==> src/rtl/key_move_encoder.sv <==
// Direction push-button front end: sync, per-key debounce, priority pick, game gating, hold-to-repeat.
// Optional feature macro: KEY_AUTO_REPEAT_EN (defined = hold-to-repeat; undefined = one pulse per press).
module key_move_encoder #(
    parameter int DEBOUNCE_CYCLES = 1000000,
    parameter int REPEAT_DELAY    = 25000000,
    parameter int REPEAT_RATE     = 7500000,
    parameter int CNT_W           = 25
) (
    input  logic       clk_in,
    input  logic       rst,
    input  logic [3:0] key,
    input  logic       enable,
    output logic [3:0] move_pulse,
    output logic [3:0] key_held,
    output logic       repeating
);

    if (DEBOUNCE_CYCLES < 1 || 64'(DEBOUNCE_CYCLES) >= (64'd1 << CNT_W) ||
        REPEAT_DELAY < 1 || 64'(REPEAT_DELAY) >= (64'd1 << CNT_W) ||
        REPEAT_RATE < 1 || 64'(REPEAT_RATE) >= (64'd1 << CNT_W)) begin : g_param_check
        $error("key_move_encoder: cycle parameters must be in [1, 2^CNT_W)");
    end

    localparam logic [CNT_W-1:0] DB_LAST = CNT_W'(DEBOUNCE_CYCLES - 1);

    function automatic logic [1:0] prio(input logic [3:0] k);
        logic [1:0] s;
        s = 2'd0;
        if (k[3])      s = 2'd3;
        else if (k[2]) s = 2'd2;
        else if (k[1]) s = 2'd1;
        return s;
    endfunction

    function automatic logic [3:0] onehot(input logic [1:0] s);
        return 4'b0001 << s;
    endfunction

    // Stage p0/p1: two-flop synchroniser
    logic [3:0] key_p0, key_p1;

    always_ff @(posedge clk_in) begin
        if (!rst) begin
            key_p0 <= '0;
            key_p1 <= '0;
        end else begin
            key_p0 <= key;
            key_p1 <= key_p0;
        end
    end

    // Debounce: a level flips only after DEBOUNCE_CYCLES consecutive disagreeing samples
    logic [CNT_W-1:0] db_cnt [4];

    always_ff @(posedge clk_in) begin
        if (!rst) begin
            for (int i = 0; i < 4; i++) db_cnt[i] <= '0;
            key_held <= '0;
        end else begin
            for (int i = 0; i < 4; i++) begin
                if (key_p1[i] == key_held[i]) begin
                    db_cnt[i] <= '0;
                end else if (db_cnt[i] == DB_LAST) begin
                    db_cnt[i]   <= '0;
                    key_held[i] <= ~key_held[i];
                end else begin
                    db_cnt[i] <= db_cnt[i] + CNT_W'(1);
                end
            end
        end
    end

`ifdef KEY_AUTO_REPEAT_EN
    typedef enum logic [1:0] {IDLE, HOLD, REPEAT, WAIT_ALL} state_t;
    localparam logic [CNT_W-1:0] RD_LAST = CNT_W'(REPEAT_DELAY - 1);
    localparam logic [CNT_W-1:0] RR_LAST = CNT_W'(REPEAT_RATE - 1);
    logic [CNT_W-1:0] rcnt, rcnt_nx;
`else
    typedef enum logic [1:0] {IDLE, HOLD, WAIT_ALL} state_t;
`endif

    state_t     state, state_nx;
    logic [1:0] sel, sel_nx;
    logic       pend, pend_nx;
    logic [3:0] pulse_nx;
    logic       stop;

    // A release or loss of enable always beats a pending or terminal-count pulse.
    assign stop = !key_held[sel] || !enable;

    always_comb begin
        state_nx = state;
        sel_nx   = sel;
        pend_nx  = pend;
        pulse_nx = '0;
`ifdef KEY_AUTO_REPEAT_EN
        rcnt_nx  = rcnt;
`endif
        case (state)
            IDLE: begin
                if (enable && key_held != 4'b0000) begin
                    sel_nx   = prio(key_held);
                    pend_nx  = 1'b1;
                    state_nx = HOLD;
                end
            end
            HOLD: begin
                if (stop) begin
                    pend_nx  = 1'b0;
                    state_nx = WAIT_ALL;
                end else if (pend) begin
                    pulse_nx = onehot(sel);
                    pend_nx  = 1'b0;
`ifdef KEY_AUTO_REPEAT_EN
                    rcnt_nx  = '0;
                end else if (rcnt == RD_LAST) begin
                    pulse_nx = onehot(sel);
                    rcnt_nx  = '0;
                    state_nx = REPEAT;
                end else begin
                    rcnt_nx  = rcnt + CNT_W'(1);
`endif
                end
            end
`ifdef KEY_AUTO_REPEAT_EN
            REPEAT: begin
                if (stop) begin
                    state_nx = WAIT_ALL;
                end else if (rcnt == RR_LAST) begin
                    pulse_nx = onehot(sel);
                    rcnt_nx  = '0;
                end else begin
                    rcnt_nx  = rcnt + CNT_W'(1);
                end
            end
`endif
            WAIT_ALL: begin
                if (key_held == 4'b0000) state_nx = IDLE;
            end
            default: state_nx = IDLE;
        endcase
    end

    // Stage p2: registered FSM state and move pulse
    always_ff @(posedge clk_in) begin
        if (!rst) begin
            state      <= IDLE;
            pend       <= 1'b0;
            move_pulse <= '0;
`ifdef KEY_AUTO_REPEAT_EN
            rcnt       <= '0;
`endif
        end else begin
            state      <= state_nx;
            pend       <= pend_nx;
            move_pulse <= pulse_nx;
`ifdef KEY_AUTO_REPEAT_EN
            rcnt       <= rcnt_nx;
`endif
        end
    end

    always_ff @(posedge clk_in) begin
        sel <= sel_nx;
    end

`ifdef KEY_AUTO_REPEAT_EN
    assign repeating = (state == REPEAT);
`else
    assign repeating = 1'b0;
`endif

endmodule
==> config.mk <==
export PLATFORM = sky130hd
export DESIGN_NAME = key_move_encoder
export DESIGN_NICKNAME = d
export VERILOG_FILES = /design/src/rtl/key_move_encoder.sv
export SDC_FILE = /design/constraint.sdc
export NUM_CORES = 1
export LEC_CHECK = 0
export ABC_AREA = 1
export BUFFER_PORTS_ARGS = -buffer_cell sky130_fd_sc_hd__buf_4
export CORE_ASPECT_RATIO = 1.2
export CORE_MARGIN = 4
export CORE_UTILIZATION = 50
export CTS_BUF_LIST = sky130_fd_sc_hd__clkbuf_4 sky130_fd_sc_hd__clkbuf_8
export CTS_CLUSTER_SIZE = 28
export DETAILED_ROUTE_END_ITERATION = 8
export PLACE_DENSITY = 0.64
export SLEW_MARGIN = 20
export SYNTH_ARGS = -nofsm -noshare
export SYNTH_HDL_FRONTEND = slang
export SYNTH_SLANG_ARGS = --single-unit
==> constraint.sdc <==
create_clock -name clk_in -period 4.4 [get_ports clk_in]
set_input_delay 0.88 -clock clk_in [delete_from_list [all_inputs] [get_ports clk_in]]
set_output_delay 0.88 -clock clk_in [all_outputs]
set_load 0.05 [all_outputs]
== Word-level counts from Yosys, hierarchy flattened ==
Memories as Yosys holds them, arrays and structs flattened.
Cells that the tools add are included.

* Register bits: 21
* Bits in latches: 0
* RAM bits: 100
* Memory bits (read-only): 0
* Bits of input ports: 7
* Output and inout bits: 9
* Word-level logic and storage cells: 138
* Memories: 1

* Add/sub/neg operators: 4
* Multipliers: 0
* Divide/modulo/power cells: 0
* Order comparisons: 1
* Equal/unequal tests: 13
* Shifts and indexed selects: 1
* Muxes and demuxes: 67
* Bitwise operators: 23
* Reductions and logical operators: 17

{| class="wikitable"
|+ Memory list
! memory !! depth !! bits a word !! rd ports !! clocked after memory_dff !! write ports !! RTL line !! source
|-
| db_cnt || 4 || 25 || 4 || 0 || 4 || 53 || <nowiki>logic [CNT_W-1:0] db_cnt [4];</nowiki>
|}

{| class="wikitable"
|+ Operators by type and width
! kind !! count
|-
| 25-bit two-way mux || 12
|-
| 25-bit by 1-bit adder with 25-bit output (second input constant) || 4
|-
| 25-bit by 20-bit == test with 1-bit output (second input constant) || 4
|-
| 1-bit two-way mux || 49
|-
| 1-bit bitwise OR || 12
|-
| 2-bit AND reduction || 6
|-
| 1-bit NOT || 11
|-
| 2-bit two-way mux || 3
|-
| 2-bit != test (second input constant) || 3
|-
| 2-bit one-hot mux with 3 select lines || 1
|-
| 1-bit == test || 4
|-
| 4-bit zero test || 1
|-
| 4-bit nonzero test || 1
|-
| 4-bit OR reduction || 1
|-
| 1-bit by 2-bit left shift with 4-bit output (first input constant) || 1
|-
| 2-bit by 3-bit < comparator with 1-bit output (second input constant) || 1
|-
| 3-bit AND reduction || 1
|-
| 1-bit binary-select mux with 2-bit select || 1
|-
| 2-bit by 1-bit == test with 1-bit output (second input constant) || 1
|-
| 2-bit == test (second input constant) || 1
|-
| 1-bit zero test || 2
|-
| 2-bit zero test || 1
|-
| 1-bit one-hot mux with 2 select lines || 1
|-
| 2-bit nonzero test || 1
|-
| other kinds (3) || 3
|}

== Depth between registers and ports, before layout ==
Gate-level depths: netlist of run 1.
An unclocked memory read counts as a cell.

* Word-level depth: 8
* Mapped depth: 10
* Gate-level depth less buffers: 10

== Least setup slack after synthesis of run 1 ==
OpenSTA, ideal clock, no wires.

* Path kind: input to register
* From: in rst
* To: mem db_cnt[2][23] (data pin)
* Setup time: 0.146 ns
* Arrival time: 1.489 ns
* Data required time: 4.254 ns
* Path slack: 2.765 ns
* Stages: 5
* Buffers on the path: 1
* Path through: o21ai_0 -> a21oi_1 -> nand2_2 -> buf_6 -> a21oi_1

{| class="wikitable"
|+ RTL lines
! what !! RTL line !! source
|-
| start, declared || 10 || <nowiki>input logic rst,</nowiki>
|-
| end, declared || 53 ||
|}

==> results of run 1 <==
==> cell usage after synthesis <==
cell | count | area, um^2
a211oi_1 | 1 | 7.510
nand2_1 | 250 | 938.4
buf_4 | 3 | 22.52
inv_1 | 99 | 371.6
nor2_2 | 13 | 81.33
or2_0 | 2 | 12.51
conb_1 | 2 | 7.510
edfxtp_1 | 102 | 3063
nand3_1 | 58 | 290.3
or2_2 | 4 | 25.02
o21bai_1 | 4 | 30.03
nand4_1 | 14 | 87.58
clkbuf_1 | 1 | 3.750
xor2_1 | 18 | 157.7
o21ai_4 | 1 | 16.27
ha_1 | 4 | 50.05
xnor2_1 | 26 | 227.7
a21oi_1 | 34 | 170.2
nor3_1 | 12 | 60.06
nand3_2 | 6 | 60.06
and2_1 | 1 | 6.260
dfxtp_1 | 19 | 380.4
buf_6 | 6 | 67.56
o21ai_0 | 6 | 30.03
nor2_1 | 218 | 818.3
a21o_1 | 1 | 7.510
nand2_2 | 4 | 25.02
nor3_2 | 1 | 10.01
nand3b_1 | 10 | 75.07
nor2_4 | 2 | 22.52
==> registers in the layout, summed over array words and instances (netlist names) <==
name and cells:
move_pulse 4, db_cnt 100, key_held 4, key_p0 4, sel 2, key_p1 4, pend 1, state 2
==> critical path: stages (launching register included) <==
cell,delay (ns)
edfxtp_1,0.40
ha_1,0.22
nand3_2,0.12
nor3_2,0.21
inv_1,0.12
o21ai_4,0.60
nor2_1,0.11
==> power by group <==
part | total [W] | switching (W) | internal, W
registers | 0.00133 | 0.0000448 | 0.00128
logic | 0.000111 | 0.0000729 | 0.0000380
clock network | 0.00101 | 0.000455 | 0.000558
==> worst max-delay path by stage <==
stage                                to  slack (ns)  cells after the start         start
after CTS                 db_cnt[3][18]        2.30                      6  db_cnt[3][0]
after global placement     db_cnt[2][2]        2.34                      5           rst
final                     db_cnt[3][18]        2.33                      6  db_cnt[3][0]
after detailed placement  db_cnt[0][24]        2.30                      5           rst
after floorplan           db_cnt[2][23]        2.76                      5           rst
after global routing      db_cnt[3][21]        2.13                      6  db_cnt[3][0]
==> layer usage <==
layer | GRT usage | vias to the layer above | share of wire
met5 | 0 | - | 0
met4 | 0.06582 | 0 | 0.019
met3 | 0.03928 | 21 | 0.030
met2 | 0.2841 | 70 | 0.47
met1 | 0.2386 | 2500 | 0.48
li1 | - | 3092 | -
==> per-stage QoR <==
stage	cell area [um^2]	std cells	power, W	utilization
2_1_floorplan	7497	1021	0.001435	-
3_3_place_gp	7722	1196	0.001463	0.5564
3_5_place_dp	7722	1196	0.001464	0.5564
4_1_cts	8120	1228	0.002486	0.5851
5_1_grt	8120	1228	0.002564	0.5851
6_report	8120	1228	0.002453	0.5851
==> cells by family (layout without fill, tap and decap cells) <==
| logic type | count (synthesis) | in the layout | share of synthesized area |
|---|---|---|---|
| compound gates | 47 | 47 | 0.03670 |
| other cells | 2 | 101 | 0.001054 |
| fa+ha+maj | 4 | 4 | 0.007024 |
| xor+xnor | 44 | 44 | 0.05408 |
| simple gates | 595 | 595 | 0.3526 |
| flops | 121 | 121 | 0.4832 |
| buf+inv | 109 | 145 | 0.06532 |
==> layout make-up <==
cell class / instances / share of cell area
well taps: 171 / 0.02635
repair buffers: 14 / 0.01294
flip-flops and latches: 121 / 0.4240
inverters: 99 / 0.04576
clock buffers: 18 / 0.02974
multi-input cells: 791 / 0.4419
clock inverters: 14 / 0.01926
==> impl_metrics.toml, run 1 <==
[grt]
antenna_found_initial = 0
grt_usage = 0.1789
grt_first_pass_wirelength_um = 23510
grt_start_max_net_pins = 26
grt_overflow = 0
grt_pass1_vias = 5254

[clock_tree]
cts_resized = 0
cts_tree = "yes"
cts-root-buf = "clkbuf_8"
cts_buffers = 17
htreeDepth = 4
postCtsSetupBuffers = 0
clock_latency_ns = 0.45
holdBufCountCts = 0
cts.path.max_buffers = 2
clock_sinks = 121
clkTransAtPathRegs_ns = 0.07

[final_layout]
nets = 1055
antennaDiodeCount = 0
regArea_mm2 = 0.003443
fillers = 1384
area_delta_synth_final_pct = 13.96
mostFrequentLayoutCells = "250 x nand2_1, 218 x nor2_1, 102 x edfxtp_1, 101 x conb_1, 99 x inv_1"
final_common_cell = "nand2_1"
multi_input_area_mm2 = 0.003588
drive_gt1_frac = 0.07190

[place]
hpwl_um = 10090
dp_slack_ns = 2.305
portBuffers = 14
place.gp.congestion = 0.8464

[worst_setup_path]
rrSetupSlack_ns = 2.33
required_ns = 4.57
regToRegEndpoint = "db_cnt[3][18]"
r2r_cells = 6
reg2reg_from = "db_cnt[3][0]"
critPathArrivalTime_ns = 2.23
worstPathMaxFanout = 25
critPathCaptureType = "flip-flop"
start_kind = "flip-flop"
crit_type = "flip-flop to flip-flop"

[floorplan]
die_h_um = 138.8
die_area_mm2 = 0.01623
core_mm2 = 0.01388
rows = 47
die_w_um = 117.0
initial_core_util = 0.5134
num_io_pins = 16

[synthesis]
synth-seq-cells = 121
ys_warn_count = 0
ys_types = 30
synthCells = 922
syn_avg_cell_area_um2 = 7.728
seq_area_frac_synth = 0.4832
syn-cell-area_mm2 = 0.007126

[timing]
fin_crit_sh = 0.4696
grt_setup_unrepaired = "false"
finalClockSkew_ns = 0.01017
whs_ns = 0.4129
final.setup.tns_ns = 0
worstMarginPinSlew_ns = 0.7101
max_clock_freq_mhz = 484.0
min_period_ns = 2.066
relSlewSlack = 0.5248
finalSetupViolations = 0
setup_ws_ns = 2.334
slew_violations = 0
finalHoldViolations = 0

[power_and_ir_drop]
p_per_area_mw_per_mm2 = 302.1
leakagePower_nw = 3.245
peakVddDrop_mv = 0.1996

[detailed_routing]
vias = 5683
vias_per_cell = 4.628
drt_wl_total_um = 13420
ant_nets = 0
drt_iter0_markers = 367
dr.pass1.iters = 5
drc = 0
wire_per_inst_um = 10.93

[job]
maxCapViolations = 0

[min_path]
hold_path.startpoint = "key_p0[1]"
min_path_type = "flip-flop to flip-flop"
hold_path_depth = 2
hold_path_end = "key_p1[1]"

[run_status]
outcome = "completed"
No activity file was read; power rests on OpenSTA's default activity.
==> inputs of run 2 (changes only) <==
clock period = 2.15 ns   (was 4.4 ns; I/O delays follow)
==> impl_metrics.toml, run 2 (synthesis gave the netlist of run 1 again) <==
[clock_tree]
cts-root-buf = "clkbuf_8"
cts_tree = "yes"
holdBufCountCts = 0
cts_resized = 0
postCtsSetupBuffers = 0
clock_latency_ns = 0.44
cts_buffers = 17
clock_sinks = 121
htreeDepth = 4
cts.path.max_buffers = 2
clkTransAtPathRegs_ns = 0.07

[place]
portBuffers = 14
place.gp.congestion = 0.8565
place_area_mm2 = 0.007772
hpwl_um = 10610

[timing]
final.setup.tns_ns = 0
grt_setup_unrepaired = "false"
finalClockSkew_ns = 0.007299
min_period_ns = 1.875
finalSetupViolations = 0
fin_crit_sh = 0.8720
max_clock_freq_mhz = 533.4
finalHoldViolations = 0
slew_violations = 0

[final_layout]
fillers = 1357
fin_util = 0.5877
area_delta_synth_final_pct = 14.47
top_register = "db_cnt"
largest_reg_flops = 100
design_area_mm2 = 0.008157
antennaDiodeCount = 0
mostFrequentLayoutCells = "250 x nand2_1, 218 x nor2_1, 102 x edfxtp_1, 101 x conb_1, 99 x inv_1"
final_common_cell = "nand2_1"
drive_gt1_frac = 0.07721
nets = 1060

[grt]
grt_pass1_vias = 5566
grt_start_max_net_pins = 26
grt_overflow = 0
grt_first_pass_wirelength_um = 24330
grt_usage = 0.1854
antenna_found_initial = 0

[floorplan]
die_w_um = 117.0
initial_core_util = 0.5134
num_io_pins = 16
rows = 47
die_h_um = 138.8
core_mm2 = 0.01388
die_area_mm2 = 0.01623

[worst_setup_path]
critPathCaptureType = "flip-flop"
crit_start = "db_cnt[2][0]"
cp_slowest_cell = "nand2_2"
crit_path_cell_trace = "ha_1 > nand2_1 > nor2_1 > nand3_1 > nor2_1 > nand2_1 > nand2_2 > nor2_1"
slowest_delay_ns = 0.39
worstPathMaxFanout = 24
start_kind = "flip-flop"
reg2reg_from = "db_cnt[2][0]"
crit_type = "flip-flop to flip-flop"
required_ns = 2.33
critPathArrivalTime_ns = 2.05
path_common_cell = "nor2_1"

[detailed_routing]
vias_per_cell = 4.679
wire_per_inst_um = 11.23
drt_iter0_markers = 330
drc = 0
drt_wl_total_um = 13840
dr.pass1.iters = 5
ant_nets = 0
vias = 5769

[min_path]
hold_path.startpoint = "key[3]"
min_path_type = "input pin to flip-flop"

[power_and_ir_drop]
leakagePower_nw = 3.282
p_per_area_mw_per_mm2 = 606.8
peakVddDrop_mv = 0.3151

[job]
maxCapViolations = 0

[run_status]
outcome = "completed"
-- run 2: cell count changes in the layout (fill, tap and decap cells not counted), moves of 2 or more --
cell and change:
buf_4 +4, clkbuf_4 +2, clkbuf_8 +2, clkinv_2 +2, clkinv_4 -2, clkinvlp_4 -2
-- run 2: final timing paths --
| kind | to | slack [ns] | cells after the start |
|---|---|---|---|
| worst max-delay path | db_cnt[2][17] | 0.28 | 8 |
| worst min-delay path | key_p0[3] | 0.17 | 3 |
| worst max register to register | db_cnt[2][17] | 0.28 | 8 |
| worst min register to register | key_p1[2] | 0.41 | 2 |
-- run 2: layout make-up --
type,count,area [um^2],area share
Tap cell,171,214.0,0.02623
Inverter,99,371.6,0.04556
Clock inverter,10,100.1,0.01227
Clock buffer,22,284.0,0.03482
Sequential cell,121,3443,0.4222
Timing Repair Buffer,19,155.1,0.01902
Multi-Input combinational cell,791,3588,0.4399
-- run 2: power breakdown --
part	internal (W)	leakage, nW	switching, W	total, W
Clock	0.00111	0.210	0.000882	0.00199
Combinational	0.0000824	1.86	0.000152	0.000234
Sequential	0.00263	1.21	0.0000927	0.00272
-- run 2: through the flow --
step           cells  hold WS (ns)  setup WS (ns)  power [W]
3_5_place_dp    1201        0.4007         0.2543   0.003005
2_1_floorplan   1021        0.3905         0.5572   0.002936
3_3_place_gp    1201        0.4039         0.2728   0.003001
5_1_grt         1233        0.1577       0.002054   0.005164
6_report        1233        0.1713         0.2751   0.004950
4_1_cts         1233        0.1427         0.2422   0.005015
-- run 2: routing by layer --
| metal | wire, um | GRT usage |
|---|---|---|
| met3 | 291 | 0.03623 |
| met2 | 6703 | 0.3081 |
| met4 | 181 | 0.06763 |
| met5 | 0 | 0 |
| met1 | 6668 | 0.2377 |
-- run 2: critical path, delay by kind of cell, from the launching register on --
kind | cells | cell delay (ns)
DFF | 1 | 0.38
adders and majority gates | 1 | 0.20
and+or+nand+nor | 7 | 1.03
